**config.mk**
```make
export PLATFORM = sky130hd
export DESIGN_NAME = vga_plot_arbiter
export DESIGN_NICKNAME = d
export VERILOG_FILES = /design/src/rtl/vga_plot_arbiter.sv
export SDC_FILE = /design/constraint.sdc
export NUM_CORES = 1
export LEC_CHECK = 0
export CAP_MARGIN = 20
export CELL_PAD_IN_SITES_DETAIL_PLACEMENT = 0
export CELL_PAD_IN_SITES_GLOBAL_PLACEMENT = 1
export CORE_AREA = 2 2 91 93
export CTS_CLUSTER_DIAMETER = 120
export DETAILED_ROUTE_END_ITERATION = 8
export DIE_AREA = 0 0 93 95
export GPL_TIMING_DRIVEN = 0
export PLACE_DENSITY_LB_ADDON = 0.1
export SLEW_MARGIN = 15
export SYNTH_ARGS = -nofsm -noshare
export SYNTH_HDL_FRONTEND = slang
export SYNTH_SLANG_ARGS = --single-unit
```
**constraint.sdc**
```tcl
create_clock -name clock -period 2.32 [get_ports clock]
set_input_delay 0.464 -clock clock [delete_from_list [all_inputs] [get_ports clock]]
set_output_delay 0.464 -clock clock [all_outputs]
set_load 0.03 [all_outputs]
```
**src/rtl/vga_plot_arbiter.sv**
```systemverilog
// vga_plot_arbiter
//   Shares the single VGA adapter pixel-write port among NUM_REQ drawing
//   engines. One requester is granted for a whole burst (a rectangle draw or
//   erase). The next requester is picked round-robin. A hold timeout forces a
//   long grant to release. Pixels outside the screen are never written.
//
// Ports
//   clock       system clock
//   reset       synchronous active-high reset
//   req         per-requester burst request, held for the whole burst
//   last        final pixel of a burst (qualified by plot_in)
//   plot_in     per-requester pixel-valid strobe
//   x_in        packed x, requester i at [8i+7:8i]
//   y_in        packed y, requester i at [7i+6:7i]
//   colour_in   packed colour, requester i at [3i+2:3i]
//   grant       registered one-hot grant
//   out_x/out_y/out_colour/plot  registered pixel write to the VGA adapter
//   busy        high while a grant is active
//   timeout     one-cycle pulse after a forced release
module vga_plot_arbiter #(
  parameter int NUM_REQ  = 4,
  parameter int MAX_HOLD = 1023,
  parameter int SCREEN_W = 160,
  parameter int SCREEN_H = 120
) (
  input  logic                   clock,
  input  logic                   reset,
  input  logic [NUM_REQ-1:0]     req,
  input  logic [NUM_REQ-1:0]     last,
  input  logic [NUM_REQ-1:0]     plot_in,
  input  logic [8*NUM_REQ-1:0]   x_in,
  input  logic [7*NUM_REQ-1:0]   y_in,
  input  logic [3*NUM_REQ-1:0]   colour_in,
  output logic [NUM_REQ-1:0]     grant,
  output logic [7:0]             out_x,
  output logic [6:0]             out_y,
  output logic [2:0]             out_colour,
  output logic                   plot,
  output logic                   busy,
  output logic                   timeout
);

  localparam int IDX_W = (NUM_REQ > 1) ? $clog2(NUM_REQ) : 1;
  localparam int CNT_W = $clog2(MAX_HOLD + 1);

  localparam logic [1:0] ST_IDLE    = 2'd0;
  localparam logic [1:0] ST_GRANT   = 2'd1;
  localparam logic [1:0] ST_RELEASE = 2'd2;

  localparam logic [CNT_W-1:0] HOLD_LAST = CNT_W'(MAX_HOLD - 1);
  localparam logic [IDX_W-1:0] IDX_MAX   = IDX_W'(NUM_REQ - 1);
  localparam logic [IDX_W:0]   IDX_WRAP  = (IDX_W + 1)'(NUM_REQ);
  localparam logic [8:0]       X_LIM     = 9'(SCREEN_W);
  localparam logic [7:0]       Y_LIM     = 8'(SCREEN_H);
  localparam logic [NUM_REQ-1:0] ONE_HOT0 = {{(NUM_REQ-1){1'b0}}, 1'b1};

  logic [1:0]         state_r;
  logic [IDX_W-1:0]   rr_ptr_r;
  logic [IDX_W-1:0]   gidx_r;
  logic [CNT_W-1:0]   hold_cnt_r;
  logic [NUM_REQ-1:0] grant_r;
  logic [7:0]         out_x_r;
  logic [6:0]         out_y_r;
  logic [2:0]         out_colour_r;
  logic               plot_r;
  logic               busy_r;
  logic               timeout_r;

  logic               pick_valid_s;
  logic [IDX_W-1:0]   pick_idx_s;
  logic [IDX_W:0]     cand_s;

  logic [7:0]         x_g_s;
  logic [6:0]         y_g_s;
  logic [2:0]         c_g_s;
  logic               req_g_s;
  logic               plot_g_s;
  logic               last_g_s;
  logic               in_bounds_s;
  logic               exit_s;
  logic               forced_s;
  logic               px_ok_s;
  logic [IDX_W-1:0]   next_ptr_s;

  assign grant      = grant_r;
  assign out_x      = out_x_r;
  assign out_y      = out_y_r;
  assign out_colour = out_colour_r;
  assign plot       = plot_r;
  assign busy       = busy_r;
  assign timeout    = timeout_r;

  // Requester currently owning the port: its slices and strobes.
  assign x_g_s    = x_in[8*gidx_r +: 8];
  assign y_g_s    = y_in[7*gidx_r +: 7];
  assign c_g_s    = colour_in[3*gidx_r +: 3];
  assign req_g_s  = req[gidx_r];
  assign plot_g_s = plot_in[gidx_r];
  assign last_g_s = last[gidx_r];

  // Round-robin pick: first requesting index scanning from rr_ptr upward.
  always_comb begin
    pick_valid_s = 1'b0;
    pick_idx_s   = {IDX_W{1'b0}};
    cand_s       = {(IDX_W+1){1'b0}};
    for (int k = 0; k < NUM_REQ; k++) begin
      // One extra bit keeps rr_ptr+k from wrapping before the modulo.
      cand_s = {1'b0, rr_ptr_r} + (IDX_W + 1)'(k);
      if (cand_s >= IDX_WRAP) begin
        cand_s = cand_s - IDX_WRAP;
      end else begin
        cand_s = cand_s;
      end
      if (!pick_valid_s && req[cand_s[IDX_W-1:0]]) begin
        pick_valid_s = 1'b1;
        pick_idx_s   = cand_s[IDX_W-1:0];
      end else begin
        pick_idx_s   = pick_idx_s;
      end
    end
  end

  // Burst exit decode. A dropped request wins over everything (pixel dropped);
  // a last pixel wins over the hold limit, so no timeout is flagged then.
  always_comb begin
    in_bounds_s = ({1'b0, x_g_s} < X_LIM) && ({1'b0, y_g_s} < Y_LIM);
    px_ok_s     = req_g_s && plot_g_s && in_bounds_s;
    forced_s    = req_g_s && !(plot_g_s && last_g_s) && (hold_cnt_r == HOLD_LAST);
    exit_s      = !req_g_s || (plot_g_s && last_g_s) || (hold_cnt_r == HOLD_LAST);
    if (gidx_r == IDX_MAX) begin
      next_ptr_s = {IDX_W{1'b0}};
    end else begin
      next_ptr_s = gidx_r + IDX_W'(1);
    end
  end

  // Arbiter FSM and registered pixel path to the VGA adapter.
  always_ff @(posedge clock) begin
    if (reset) begin
      state_r      <= ST_IDLE;
      rr_ptr_r     <= {IDX_W{1'b0}};
      gidx_r       <= {IDX_W{1'b0}};
      hold_cnt_r   <= {CNT_W{1'b0}};
      grant_r      <= {NUM_REQ{1'b0}};
      out_x_r      <= 8'd0;
      out_y_r      <= 7'd0;
      out_colour_r <= 3'd0;
      plot_r       <= 1'b0;
      busy_r       <= 1'b0;
      timeout_r    <= 1'b0;
    end else begin
      timeout_r <= 1'b0;
      case (state_r)
        ST_IDLE: begin
          plot_r <= 1'b0;
          if (pick_valid_s) begin
            state_r    <= ST_GRANT;
            gidx_r     <= pick_idx_s;
            grant_r    <= ONE_HOT0 << pick_idx_s;
            hold_cnt_r <= {CNT_W{1'b0}};
            busy_r     <= 1'b1;
          end else begin
            grant_r    <= {NUM_REQ{1'b0}};
          end
        end
        ST_GRANT: begin
          // Coordinates follow the owner every cycle; only plot is filtered.
          out_x_r      <= x_g_s;
          out_y_r      <= y_g_s;
          out_colour_r <= c_g_s;
          plot_r       <= px_ok_s;
          hold_cnt_r   <= hold_cnt_r + CNT_W'(1);
          if (exit_s) begin
            state_r   <= ST_RELEASE;
            grant_r   <= {NUM_REQ{1'b0}};
            rr_ptr_r  <= next_ptr_s;
            busy_r    <= 1'b0;
            timeout_r <= forced_s;
          end else begin
            state_r   <= ST_GRANT;
          end
        end
        ST_RELEASE: begin
          plot_r  <= 1'b0;
          grant_r <= {NUM_REQ{1'b0}};
          busy_r  <= 1'b0;
          state_r <= ST_IDLE;
        end
        default: begin
          plot_r  <= 1'b0;
          grant_r <= {NUM_REQ{1'b0}};
          busy_r  <= 1'b0;
          state_r <= ST_IDLE;
        end
      endcase
    end
  end

endmodule

```
After elaboration in Yosys (flattened, before gate mapping):

Cells that the tools add are included.

* flip-flop bits (word level): 41
* input port bits: 86
* output and inout bits: 25
* word-level logic and storage cells: 106

* $add $sub $neg: 9
* $mul: 2
* magnitude comparators: 11
* eq/ne operators: 5
* shift-type cells: 4
* multiplexer cells: 38
* bitwise logic cells: 2
* reduce and logical (&&, ||, !) cells: 24

Operator list (number)
* variable part select 32 x 6 -> 8 bit: 1
* variable part select 28 x 6 -> 7 bit: 1
* two-way mux 2 bit: 11
* one-hot mux 10 bit (2 select lines): 1
* less-than comparator 2 x 3 -> 1 bit (second input constant): 5
* binary-select mux 1 bit (select 2 bit): 7
* two-way mux 1 bit: 13
* variable part select 12 x 5 -> 3 bit: 1
* adder 10 x 1 -> 10 bit (second input constant): 1
* equality test 10 bit (second input constant): 1
* two-way mux 10 bit: 1
* greater-or-equal comparator 3 bit (second input constant): 3
* logical AND 1 bit: 9
* less-than comparator 8 bit (second input constant): 1
* two-way mux 4 bit: 2
* one-hot mux 4 bit (2 select lines): 1
* AND reduction 2 bit: 4
* subtractor 2 x 1 -> 2 bit (second input constant): 4
* less-than comparator 7 bit (second input constant): 1
* adder 2 x 2 -> 3 bit (second input constant): 2
* logical NOT 1 bit: 5
* multiplier 3 x 2 -> 5 bit (first input constant): 1
* multiplier 2 x 2 -> 4 bit (first input constant): 1
* != test 2 bit (second input constant): 2
* 14 further kinds: 16

Depth between registers and ports, before layout:

Gate-level depths: netlist of the first run.

* depth after elaboration: 17
* mapped depth: 6
* depth with buffers taken out: 6

Least setup slack after synthesis of the first run:

OpenSTA, ideal clock, no wires.

* kind: reg-to-reg
* start point: register gidx_r[0]
* end point: register rr_ptr_r[0]
* setup time: 0.121 ns
* arrival: 1.540 ns
* slack: 0.659 ns
* stages on the path, launching flop included: 5
* buffers on the path: 1
* cell sequence: dfxtp_1 -> buf_6 -> mux4_2 -> a31oi_4 -> mux2_4

* cells in the longest elaborated chain, start to end: 6
* elaborated cells between the ends (all ways): 14

Ends and longest elaborated chain
* start, declared: RTL line 59 `logic [IDX_W-1:0] gidx_r;`
* start signal, assigned: RTL line 142 `gidx_r <= {IDX_W{1'b0}};`
* start signal, assigned: RTL line 158 `gidx_r <= pick_idx_s;`
* binary-select mux 1 bit (select 2 bit) (on tied branches): RTL line 97, 98, 99
* two-way mux 1 bit (on tied branches): RTL line 97, 98, 99
* logical NOT 1 bit / logical AND 1 bit (equally long branches): RTL line 129 `exit_s = !req_g_s || (plot_g_s && last_g_s) || (hold_cnt_r == HOLD_LAST);`
* logical OR 1 bit (2 in series): RTL line 129
* AND reduction 2 bit (no line)
* end signal, assigned: RTL line 141 `rr_ptr_r <= {IDX_W{1'b0}};`
* end signal, assigned: RTL line 176 `rr_ptr_r <= next_ptr_s;`
* end, declared: RTL line 58 `logic [IDX_W-1:0] rr_ptr_r;`

Parallel ways exist; a longest one is shown, timed or not. The select of a mux whose other input is x is not followed.
A chain may end at the register's enable or synchronous reset.

Worst setup path after layout of the first run:

* start point: input port reset
* end point: register out_colour_r[1], in the netlist out_colour[1]

RTL lines
* start, declared: RTL line 27 `input logic reset,`
* end signal, assigned: RTL line 170 `out_colour_r <= c_g_s;`
* end, declared: RTL line 64 `logic [2:0] out_colour_r;`

No word-level cell between the ends.

==> summary.txt, run 1 <==
Worst Hold Class - flop to flop
first-pass GRT wire length - 10940 um
Seq cells post-synth - 41
DRT Wirelength - 7088 um
1st-iter DRT viols - 48
top cells by area, synth - dfxtp_1, mux4_2, nand2_1
Reg area - 820.8 um2
Clock Path Buffers - 2
Antenna Violating Nets Remaining - 0
drt pass-1 iters - 4
yosys warns - 0
Area growth syn-to-layout - 58.18%
Worst EP required - 2.48 ns
CP endpoint kind - flop
All-Layer GR Usage - 16.00%
DP Wirelength - 5478 um
final hold violations - 0
Total Power - 2.118 mW
# diodes - 0
vias post-DR - 2245
initial antenna violation count - 0
largest net degree at the start of global routing - 13
share of layout cells above drive strength 1 - 11.90%
core footprint - 0.007928 mm2
WL/cell - 15.48 um
commonest cells after routing, fill and taps aside - clkdlybuf4s50_1, nand2_1, dfxtp_1, a21oi_1, mux4_2
Row Count - 33
die area - 0.008835 mm2
Fillers - 778
Root Driver - clkbuf_8
EDFF count, synth - 0
# Max-Cap Violations - 0
register area share after synthesis - 35.40%
Initial Utilization - 29.25%
I/O Pins - 111
leading area contributor after synthesis - dfxtp_1
H-tree level count - 2
Arr. time, crit path - 2.27 ns
Final Skew - 0.005135 ns
post-route minimum period - 2.113 ns
max_slew headroom - 61.86%
total grt overflow - 0
Die Span X - 93 um
endpoints failing setup - 0
commonest non-fill, non-tap cell in the layout - clkdlybuf4s50_1
CTS tree - yes
Main synth FF type - dfxtp_1
total CTS buffers - 5
leakage power - 1.265 nW
cell area after synthesis - 0.002318 mm2
Slew Limit Fails - 0
Post-CTS Resized - 0
Final period util - 91.09%
area share of the largest cell type after synthesis - 35.40%
hold-fix buffers at CTS - 0
Post-synth ARST share - 0%
RePlAce Congestion - 0.7652
Mean Syn Cell Area - 9.866 um2
Post-CTS Setup Bufs - 0
Power Dens Cells - 577.6 mW/mm2
CP Class - input pin to flop
dpl ws - -0.1226 ns
Vias/cell - 4.902
worst skew pair latency - 0.29 ns
IO Port Bufs - 110
Synthesized Nets - 324
status - completed
Highest Clock Rate - 473.2 MHz
vias in the first global route - 2190
Cells after Synth - 235
CP Max Fanout - 10
maximum VDD drop - 0.2278 mV
Clk pin slew, worst setup/hold paths - 0.08 ns
Final WS setup - 0.2068 ns
area of the multi-input gates - 0.001395 mm2
Die Height - 95 um
Yosys cell types - 49
DRC Markers - 0
Num Clock Sinks - 41
Final #Nets - 441
RSZ-0062 raised after global routing - false
startpoint types - input pin
worst slew pin tran - 0.5721 ns
-- synthesized netlist by cell type (all sizes together) (7+ instances only) --
cell	instances
clkbuf	11
mux4	21
dfxtp	41
buf	7
a21oi	28
nand2b	7
nand2	43
nor2	10
nor3	7
nor2b	7
-- cell type report --
cell class | instances | area share, %
Multi-Input combinational cell | 175 | 38.04
Timing Repair Buffer | 110 | 30.02
Tap cell | 105 | 3.582
Clock inverter | 1 | 0.8188
Sequential cell | 41 | 22.38
Inverter | 1 | 0.1024
Buffer | 18 | 2.695
Clock buffer | 7 | 2.354
-- flip-flops by register name, summed over array words and instances (netlist names) --
| name | cells |
|---|---|
| gidx_r | 2 |
| hold_cnt_r | 10 |
| out_colour | 3 |
| plot | 1 |
| busy | 1 |
| timeout | 1 |
| out_x | 8 |
| rr_ptr_r | 2 |
| out_y | 7 |
| state_r | 2 |
| grant | 4 |
-- through the flow --
step | hold slack, ns | cells | setup TNS, ns | utilization (%) | cell area, um2
5_1_grt | 0.4796 | 458 | 0 | 46.26 | 3667
3_3_place_gp | 0.4418 | 450 | -1.096 | 44.79 | 3551
3_5_place_dp | 0.4459 | 450 | -1.115 | 44.79 | 3551
4_1_cts | 0.4573 | 458 | 0 | 46.26 | 3667
2_1_floorplan | 0.4306 | 235 | 0 | - | 2318
6_report | 0.4555 | 458 | 0 | 46.26 | 3667
-- worst paths after layout --
path / cells after the start / to / start / slack, ns
worst max-delay path: 5 / out_colour[1]$_SDFFE_PP0P_ / reset / 0.21
worst min-delay path: 2 / out_y[2]$_SDFFE_PP0P_ / out_y[2]$_SDFFE_PP0P_ / 0.46
worst max register to register: 5 / out_x[1]$_SDFFE_PP0P_ / gidx_r[1]$_SDFFE_PP0P_ / 0.52
worst min register to register: 2 / out_y[2]$_SDFFE_PP0P_ / out_y[2]$_SDFFE_PP0P_ / 0.46
-- cell families (layout without fill, tap and decap cells) --
family,count (synthesis),in the layout,share of synthesized area (%)
xor+xnor,3,3,1.134
simple gates,94,94,20.89
mux,23,23,21.80
compound gates,52,52,14.73
fa+ha+maj,3,3,1.619
buf+inv,19,137,4.425
flops,41,41,35.40
-- critical path, cell delays in order --
cell and delay (ns):
clkdlybuf4s50_1 0.48, clkbuf_1 0.30, clkbuf_1 0.44, clkbuf_1 0.50, a21oi_1 0.08
-- per-layer routing --
layer,track usage (%),vias up,share of wire [%]
met5,0,-,0
met1,20.41,1064,44
met3,3.272,6,4.6
met4,4.412,0,0.96
met2,27.54,65,50
li1,-,1110,-
-- report_power, final --
part           internal [mW]  leakage (nW)  switching, mW
clock                  0.351        0.0585          0.257
sequential             0.759         0.334         0.0363
combinational          0.374         0.872          0.340
Power figures use the tool's default switching activity.
==> run 2, diff against run 1 <==
--- a/config.mk
+++ b/config.mk
@@ -9,7 +9,6 @@
 export CELL_PAD_IN_SITES_DETAIL_PLACEMENT = 0
 export CELL_PAD_IN_SITES_GLOBAL_PLACEMENT = 1
 export CORE_AREA = 2 2 91 93
-export CTS_CLUSTER_DIAMETER = 120
 export DETAILED_ROUTE_END_ITERATION = 8
 export DIE_AREA = 0 0 93 95
 export GPL_TIMING_DRIVEN = 0
==> results of run 2 <==
Final layout, timing and power as in run 1 (identical DEF).
